`config.mk`:
```
export PLATFORM = sky130hd
export DESIGN_NAME = pipe_skid_reg
export DESIGN_NICKNAME = d
export VERILOG_FILES = /design/src/rtl/pipe_skid_reg.sv
export SDC_FILE = /design/constraint.sdc
export NUM_CORES = 1
export LEC_CHECK = 0
export CAP_MARGIN = 20
export CORE_AREA = 10 10 113 115
export CTS_BUF_LIST = sky130_fd_sc_hd__clkbuf_8
export CTS_CLUSTER_DIAMETER = 80
export DETAILED_ROUTE_END_ITERATION = 12
export DIE_AREA = 0 0 123 125
export DONT_BUFFER_PORTS = 1
export HOLD_SLACK_MARGIN = 0.05
export SLEW_MARGIN = 20
export SYNTH_ARGS = -nofsm -noshare
export SYNTH_HDL_FRONTEND = slang
export SYNTH_SLANG_ARGS = --single-unit
```
`constraint.sdc`:
```
create_clock -name clk -period 2.9 [get_ports clk]
set_clock_uncertainty 0.05 [all_clocks]
set_input_delay 0.87 -clock clk [delete_from_list [all_inputs] [get_ports clk]]
set_output_delay 0.87 -clock clk [all_outputs]
set_load 0.1 [all_outputs]
```
`src/rtl/pipe_skid_reg.sv`:
```
// -----------------------------------------------------------------------------
// pipe_skid_reg
//
// Two-entry pipeline register with a skid buffer. It cuts every combinational
// path between the producer and the consumer handshakes. in_ready, out_valid,
// out_data and count all come straight from flops, so neither side sees the
// other's timing. When the consumer stalls, one extra beat lands in the skid
// register. That beat is the one already in flight under the registered
// in_ready. Full throughput (one beat per cycle) holds while both sides stream.
//
// Ports
//   clk        single clock, rising edge
//   rst        asynchronous, active-high reset
//   flush      synchronous discard of all held entries (highest priority)
//   in_valid   producer offers in_data
//   in_data    producer payload, WIDTH bits
//   in_ready   block accepts in_data this cycle (registered)
//   out_valid  out_data holds a valid entry (registered)
//   out_data   oldest held payload (registered, the "main" register)
//   out_ready  consumer takes out_data this cycle
//   count      number of held entries, 0..2 (registered)
// -----------------------------------------------------------------------------
module pipe_skid_reg #(
  parameter int WIDTH = 32
) (
  input  logic             clk,
  input  logic             rst,
  input  logic             flush,
  input  logic             in_valid,
  input  logic [WIDTH-1:0] in_data,
  output logic             in_ready,
  output logic             out_valid,
  output logic [WIDTH-1:0] out_data,
  input  logic             out_ready,
  output logic [1:0]       count
);

  // Encodings equal the occupancy, so count is the state register itself.
  typedef enum logic [1:0] {
    EMPTY = 2'd0,
    BUSY  = 2'd1,
    FULL  = 2'd2
  } state_t;

  state_t           state;
  state_t           state_next;
  logic [WIDTH-1:0] main_q;
  logic [WIDTH-1:0] skid_q;
  logic             in_ready_q;

  logic             accept;
  logic             emit;
  logic             load_main_in;    // main <= in_data
  logic             load_main_skid;  // main <= skid (drain the skid slot)
  logic             load_skid;       // skid <= in_data

  assign accept = in_valid & in_ready_q;
  assign emit   = out_valid & out_ready;

  // ---------------------------------------------------------------------------
  // Next-state and register-load decode
  // ---------------------------------------------------------------------------
  // NOTE: every signal assigned in this block gets a default first. A path
  // that leaves one unassigned would otherwise infer a latch.
  always_comb begin
    state_next     = state;
    load_main_in   = 1'b0;
    load_main_skid = 1'b0;
    load_skid      = 1'b0;

    unique case (state)
      EMPTY: begin
        if (accept) begin
          load_main_in = 1'b1;
          state_next   = BUSY;
        end
      end
      BUSY: begin
        if (accept && !emit) begin
          load_skid  = 1'b1;
          state_next = FULL;
        end else if (accept && emit) begin
          load_main_in = 1'b1;
        end else if (emit) begin
          state_next = EMPTY;
        end
      end
      FULL: begin
        // in_ready_q is 0 here, so nothing can be accepted.
        if (emit) begin
          load_main_skid = 1'b1;
          state_next     = BUSY;
        end
      end
      default: state_next = EMPTY;
    endcase

    // Flush overrides everything. The data registers are left as they are
    // because out_valid drops, so their contents no longer matter.
    if (flush) begin
      state_next     = EMPTY;
      load_main_in   = 1'b0;
      load_main_skid = 1'b0;
      load_skid      = 1'b0;
    end
  end

  // ---------------------------------------------------------------------------
  // Control state
  // ---------------------------------------------------------------------------
  // in_ready is held at 0 during reset. It rises on the first edge after
  // release, because next state is then EMPTY rather than FULL.
  // NOTE: sequential state uses non-blocking assignments only. All flops then
  // sample pre-edge values, with no ordering races between always blocks.
  always_ff @(posedge clk or posedge rst) begin
    if (rst) begin
      state      <= EMPTY;
      in_ready_q <= 1'b0;
    end else begin
      state      <= state_next;
      in_ready_q <= (state_next != FULL);
    end
  end

  // ---------------------------------------------------------------------------
  // Payload registers
  // ---------------------------------------------------------------------------
  // NOTE: payload registers normally skip reset. These two are cleared anyway
  // so that out_data reads 0 while the block is held in reset.
  always_ff @(posedge clk or posedge rst) begin
    if (rst) begin
      main_q <= '0;
      skid_q <= '0;
    end else begin
      if (load_main_in)        main_q <= in_data;
      else if (load_main_skid) main_q <= skid_q;
      if (load_skid)           skid_q <= in_data;
    end
  end

  assign in_ready  = in_ready_q;
  assign out_valid = (state != EMPTY);
  assign out_data  = main_q;
  assign count     = state;

endmodule

```
After elaboration in Yosys (flattened, before gate mapping)
Cells that the tools add are included.
{ "classes": {"eq_ne": 3, "n_mux": 20, "bitwise_logic": 2, "reduce_logical": 6} }
{ "ops": {"columns": ["operator", "count"], "rows": [
  ["32-bit 2-to-1 mux", 2],
  ["2-bit 2-to-1 mux", 6],
  ["1-bit 2-to-1 mux", 10],
  ["2-bit one-hot mux with 3 select lines", 1],
  ["2-bit nonzero test", 2],
  ["1-bit AND", 2],
  ["2-bit by 1-bit equality test with 1-bit output (second input constant)", 1],
  ["2-bit equality test (second input constant)", 1],
  ["1-bit logical AND", 2],
  ["2-bit logical NOT", 1],
  ["2-bit != test (second input constant)", 1],
  ["1-bit one-hot mux with 2 select lines", 1],
  ["1-bit logical NOT", 1]
]} }
{ "word_totals": {"regBits": 67, "inputBits": 37, "output_inout_bits": 36, "elab_cells": 35} }

Logic depth before layout (Yosys ltp)
Gate-level depths: netlist of run 1.
{ "depth": {"ltp_word": 8, "ltp_mapped": 6} }

Least setup slack after synthesis of run 1
OpenSTA, ideal clock, no wires.
{ "synth_timing": {"path_kind": "register to output", "start": "register state[0] (netlist: count[0])", "end": "output out_valid", "t_arrival_ns": 1.596, "setup_slack_ns": 0.384, "stages_incl_launch_ff": 2, "path_cell_list": "dfrtp_1 or2_2"} }
{ "synth_between": {"elab_chain_cells": 1} }
{ "synth_lines": {"columns": ["item", "line_no", "text"], "rows": [
  ["from (decl)", "45", "state_t state;"],
  ["from (signal assigned)", "120", "state <= state_next;"],
  ["2-bit nonzero test", "142", "assign out_valid = (state != EMPTY);"],
  ["to (decl)", "32", "output logic out_valid,"]
]} }
Every way passes these cells.

Final worst setup path of run 1
{ "layout_timing": {"start": "register main_q[9] (netlist: out_data[9])", "end": "output out_data[9]"} }
{ "layout_lines": {"columns": ["item", "line_no", "text"], "rows": [
  ["from (decl)", "47", "logic [WIDTH-1:0] main_q;"],
  ["from (signal assigned)", "135", "if (load_main_in) main_q <= in_data;"],
  ["from (signal assigned)", "136", "else if (load_main_skid) main_q <= skid_q;"],
  ["to (decl)", "33", "output logic [WIDTH-1:0] out_data,"]
]} }
No word-level cell between the ends.

==> results of run 1 <==
==> metal layers <==
layer | track usage (%) | wire (microns) | part of all wire [%] | up-vias
met5 | 0 | 0 | 0 | -
li1 | - | - | - | 854
met3 | 4.14 | 612 | 9.8 | 9
met1 | 8.81 | 2350 | 38 | 840
met2 | 13.7 | 3220 | 51 | 41
met4 | 3.91 | 81 | 1.3 | 0
==> per-stage QoR <==
stage,power (mW),util (%),setup WS (ps)
CTS,3.14,32.2,664
detailed placement,2.44,30.5,722
finish,3.08,32.2,702
global route,3.24,32.2,643
floorplan,2.21,-,297
global placement,2.40,30.5,752
==> how the worst max path moves through the flow <==
stage                                     endpoint  slack (ps)
after floorplan                 count[0]$_DFF_PP0_         300
after global routing                   out_data[9]         640
after detailed placement    skid_q[15]$_DFFE_PP0P_         720
after CTS                              out_data[9]         660
final                                  out_data[9]         700
after global placement    out_data[24]$_DFFE_PP0P_         750
==> power by group through the flow <==
stage,sequential [mW],clock (mW),combinational (mW)
global placement,1.30,0,1.10
finish,1.29,0.677,1.11
floorplan,1.92,0,0.291
CTS,1.30,0.719,1.13
global route,1.32,0.756,1.17
detailed placement,1.31,0,1.13
==> registers in the layout (all words and copies together) (netlist names) <==
signal    flops
out_data     32
skid_q       32
count         2
in_ready      1
==> cell type report <==
cell class | count | area [sq um]
Tap cell | 140 | 175
Multi-Input combinational cell | 142 | 1080
Sequential cell | 67 | 1680
Clock buffer | 11 | 151
Inverter | 2 | 7.51
Clock inverter | 5 | 21.3
Timing Repair Buffer | 37 | 303
Fill cell | 1070 | 7190
==> Yosys cell counts (all sizes together) <==
cell	n
a21oi	33
o22a	1
nor2	33
or3	1
nor2b	1
nor3	1
and3b	1
nand2	2
mux2	32
or2	1
inv	2
nand3b	1
buf	13
or4	1
mux2i	34
dfrtp	67
==> kinds of logic after synthesis <==
kind of cell | Yosys count
flops | 67
buf+inv | 15
simple gates | 42
mux | 66
compound gates | 34
==> run summary, run 1 <==
Status: finished, final reports clean
Crit. path cell count: 0
Path type of the worst min-delay path: flip-flop to flip-flop
Vias in the first global route: 1831
Cell area after layout: 0.00341 sq mm
H-tree Lvls: 3
Worst hold slack: 457 ps
CTS Root Cell: clkbuf_8
Adder-cell area share of the yosys netlist: 0%
Initial Utilization: 27.1%
Min-Delay Endpoint: skid_q[17]$_DFFE_PP0P_
Min Tclk post-route: 2200 ps
Unrepaired setup endpoints after global routing: false
Cell internal pwr: 1.79 mW
Reg power frac: 42.0%
Clk pwr share: 22.0%
Sequential area share after synthesis: 58.4%
Gpl congestion: 0.734
Post-synthesis mux area share: 24.4%
Port bufs: 0
Antenna fix cells: 0
Nets: 296
RR Startpoint: count[1]$_DFF_PP0_
Pleak: 1.45 nW
Post-Layout Cell Count: 404
YS warnings: 0
Post-synth net total: 261
Class of the most critical setup path: flip-flop to output port
Fmax: 455 MHz
Post-Synth Simple-Gate Area: 7.02%
#FFs+latches synth: 67
Worst Path Required: 1980 ps
Number of placed I/O pins: 73
Slew Viols, Final: 0
Final hold violation count: 0
Vert. Die Dim: 125 microns
Worst-Margin Slew: 925 ps
Distinct cells, synth: 17
Min-Delay Path Depth: 1
DP HPWL: 4370 microns
Commonest non-fill, non-tap cell in the layout: dfrtp_1
Combinational family with the most area after synthesis: multiplexers
DRT Pass-1 Iters: 4
Setup slack, reg-to-reg: 890 ps
Avg Cell Area, Syn: 12.8 sq um
# rows: 38
Clock-pin slew on the worst setup and hold paths: 70 ps
Die area: 0.0154 sq mm
Largest net degree at the start of global routing: 65
P_sw: 1.29 mW
Die width: 123 microns
Final wirelength: 6260 microns
CTS tree: built
Compound-Gate Fraction of Synth Area: 6.06%
Vias: 1744
Sink Count: 67
Worst skew pair latency: 330 ps
Post_cts resized: 0
Number of max-cap violations: 0
Via density: 4.32
Sum Neg Setup Slack: 0 ps
Total global routing overflow: 0
Switch share: 41.9%
Peak VDD IR: 0.000289 V
Mapped Area: 0.00287 sq mm
Post-Synth XOR/XNOR Area: 0%
Final critical-path share of the clock period: 75.8%
CP Data Arrival Time: 1280 ps
Worst R2R Path Depth: 5
Area share of the largest cell type after synthesis: 58.4%
Largest area contributor in the netlist: dfrtp_1
Core footprint: 0.0106 sq mm
First-pass GRT wire length: 9980 microns
Comb pwr share: 36.0%
Synthesis-to-layout area growth: 18.9%
Hold path start: skid_q[17]$_DFFE_PP0P_
Most frequent cells in the layout: 67 x dfrtp_1, 35 x buf_4, 34 x mux2i_1, 33 x nor2_1, 33 x a21oi_1
Reg2reg end: skid_q[15]$_DFFE_PP0P_
Cts hold-fix bufs: 0
Post-route ant nets: 0
Residual DRC: 0
Final Setup Violations: 0
Clock buffer depth: 2
Placed insts: 388
Share of cells above drive strength 1: 33.0%
Num CTS Buffers: 9
Post-synthesis instance total: 224
Top cells by area, synth: dfrtp_1 58%, mux2_2 13%, mux2i_1 12%
DRT iter0 DRCs: 57
Worst rel slew slack: 38.3%
Routed len/inst: 15.5 microns
Critical path peak fanout: 2
Post-CTS setup buffers: 0
Initial antenna violation count: 0
Pwr Density: 903 mW/mm^2
CP Capture Type: output port
Setup crit start: out_data[9]$_DFFE_PP0P_
Startpoint types: flip-flop
Placed cell areas: 0.00324 sq mm
All-layer global routing usage: 8.37%
No activity file was read; power rests on OpenSTA's default activity.
==> run 2, diff against run 1 <==
==> constraint.sdc (replaced) <==
create_clock -name clk -period 1.95 [get_ports clk]
set_clock_uncertainty 0.05 [all_clocks]
set_input_delay 0.585 -clock clk [delete_from_list [all_inputs] [get_ports clk]]
set_output_delay 0.585 -clock clk [all_outputs]
set_load 0.1 [all_outputs]
==> run 2 against run 1 <==
Critical path depth rose by 2. Register-to-register slack got worse by 760 ps. First-iteration DRC count decreased by 12%. Critical path type unchanged. Largest power group unchanged.
==> run summary, run 2 (same netlist as run 1, synthesis figures left out) <==
Pleak: 1.48 nW (+2.4%)
Die width: 123 microns (unchanged)
Antenna fix cells: 0 (unchanged)
Worst hold slack: 155 ps (-302 ps)
Sequential Area: 0.00168 sq mm (+0.22%)
Slowest stage delay, CP: 430 ps
Share of cells above drive strength 1: 36.2% (+3.2 points)
Worst rel slew slack: 74.6% (+36 points)
CP Data Arrival Time: 1250 ps (-30 ps)
Nets: 304 (+2.7%)
Placed insts: 394 (+1.5%)
Clock-pin slew on the worst setup and hold paths: 80 ps (about the same)
Peak VDD IR: 0.000438 V (+52%)
Cts hold-fix bufs: 0 (unchanged)
H-tree Lvls: 3 (unchanged)
Routed len/inst: 15.5 microns (-0.15%)
Critical path peak fanout: 5 (+3)
Slew Viols, Final: 0 (unchanged)
Class of the most critical setup path: flip-flop to output port
Total global routing overflow: 0 (unchanged)
Crit-path slowest cell: dfrtp_2
Clk pwr share: 21.9% (about the same)
Sum Neg Setup Slack: 0 ps (unchanged)
Wl on met1: 2430 microns (+3.4%)
DR WL met3: 615 microns (+0.49%)
Vias: 1782 (+2.2%)
Commonest non-fill, non-tap cell in the layout: dfrtp_1
DRT Pass-1 Iters: 4 (unchanged)
Worst-Margin Slew: 382 ps (-544 ps)
Via density: 4.34 (+0.44%)
Vias in the first global route: 1880 (+2.7%)
P_sw: 1.93 mW (+49%)
Cell internal pwr: 2.69 mW (+50%)
Pwr Density: 1310 mW/mm^2 (+45%)
Number of fillers in the final layout: 1073 (+0.28%)
Switch share: 41.8% (-0.12 points)
Gpl congestion: 0.727 (-0.87%)
Number of placed I/O pins: 73 (unchanged)
Residual DRC: 0 (unchanged)
# rows: 38 (unchanged)
Initial Utilization: 27.1% (unchanged)
Die area: 0.0154 sq mm (unchanged)
Sink Count: 67 (unchanged)
Unrepaired setup endpoints after global routing: false
Core footprint: 0.0106 sq mm (unchanged)
Status: finished, final reports clean
Startpoint types: flip-flop
CP Capture Type: output port
DP HPWL: 4540 microns (+4.0%)
Comb pwr share: 37.7% (+1.7 points)
Final wirelength: 6360 microns (+1.6%)
Final Setup Violations: 0 (unchanged)
Fmax: 529 MHz
CP cell instances: or2_2, buf_12
CTS tree: built
CTS Root Cell: clkbuf_8
Post-Layout Cell Count: 411 (+1.7%)
Cell area after layout: 0.00351 sq mm (+3.0%)
Worst skew pair latency: 340 ps (about the same)
Port bufs: 0 (unchanged)
Number of max-cap violations: 0 (unchanged)
Reg power frac: 40.4% (-1.6 points)
Vert. Die Dim: 125 microns (unchanged)
Initial antenna violation count: 0 (unchanged)
Min Tclk post-route: 1890 ps
Post-route ant nets: 0 (unchanged)
Footprint of the multi-input gates: 0.00108 sq mm (unchanged)
Met2 routed WL: 3280 microns (+2.1%)
Most frequent cells in the layout: 64 x dfrtp_1, 40 x buf_4, 34 x mux2i_1, 33 x nor2_1, 33 x a21oi_1
Final critical-path share of the clock period: 96.9%
Num CTS Buffers: 9 (unchanged)
DRT iter0 DRCs: 50 (-12%)
Clock buffer depth: 2 (unchanged)
Final hold violation count: 0 (unchanged)
All-layer global routing usage: 8.69% (+0.32 points)
First-pass GRT wire length: 10200 microns (+2.0%)
Path type of the worst min-delay path: input pin to async pin
Finished Core Util: 33.1% (+0.98 points)
Synthesis-to-layout area growth: 22.5%
Top Metal Used: met4
Largest net degree at the start of global routing: 68 (+4.6%)
Placed cell areas: 0.00333 sq mm (+2.8%)
Worst Path Required: 1310 ps (-670 ps)
==> run 2: changes by cell type in the layout (fill, tap and decap cells not counted) <==
cell	delta
dfrtp_2	+3
buf_4	+5
inv_1	-1
buf_12	+3
clkinvlp_4	+2
dfrtp_1	-3
inv_2	-1
clkinv_2	-1
==> run 2: area by class of cell <==
class | instances | share of cell area, %
Clock buffer | 11 | 4.31
Clock inverter | 4 | 0.570
Inverter | 2 | 0.320
Multi-Input combinational cell | 142 | 30.6
Sequential cell | 67 | 47.8
Tap cell | 140 | 4.98
Timing Repair Buffer | 45 | 11.4
==> run 2: per-stage QoR <==
step                      setup slack, ps  total power, mW
after floorplan                      51.6             3.29
after global placement                224             3.61
after detailed placement              208             3.65
after CTS                            13.2             4.70
after global routing                 3.38             4.87
final                                60.3             4.62
==> run 2: routing by layer <==
metal | vias to the layer above | GRT usage (%)
li1 | 863 | -
met1 | 867 | 9.22
met4 | 0 | 3.08
met2 | 48 | 14.1
met5 | - | 0
met3 | 4 | 5.00
==> run 2: worst max-delay path, delay by kind of cell (launching register included) <==
kind	cells	cell delay, ps
and+or+nand+nor	1	300
buffers and inverters	1	170
DFF	1	430
==> run 2: path summary, 6_finish.rpt <==
kind	from	endpoint	slack [ps]	cells after the start
setup / recovery	count[1]$_DFF_PP0_	out_valid	60	2
hold / removal	rst	out_data[14]$_DFFE_PP0P_	150	2
setup reg to reg	count[0]$_DFF_PP0_	out_data[16]$_DFFE_PP0P_	130	6
hold reg to reg	skid_q[29]$_DFFE_PP0P_	skid_q[29]$_DFFE_PP0P_	460	1
max in group asynchronous	rst	in_ready$_DFF_PP0_	1390	2
min in group clk	flush	count[0]$_DFF_PP0_	240	1
==> run 2: what timing repair did <==
action	4_1_cts	5_1_grt
hold endpoints to repair	0	0
setup endpoints to repair	1	1
buffers inserted	1	1
gates resized for setup	0	0
pin swaps	0	0
==> run 2: power by group through the flow <==
stage / combinational [mW] / sequential (mW) / clock (mW)
CTS: 1.76 / 1.87 / 1.07
detailed placement: 1.75 / 1.90 / 0
global placement: 1.72 / 1.88 / 0
floorplan: 0.433 / 2.86 / 0
global route: 1.82 / 1.91 / 1.13
finish: 1.74 / 1.87 / 1.01
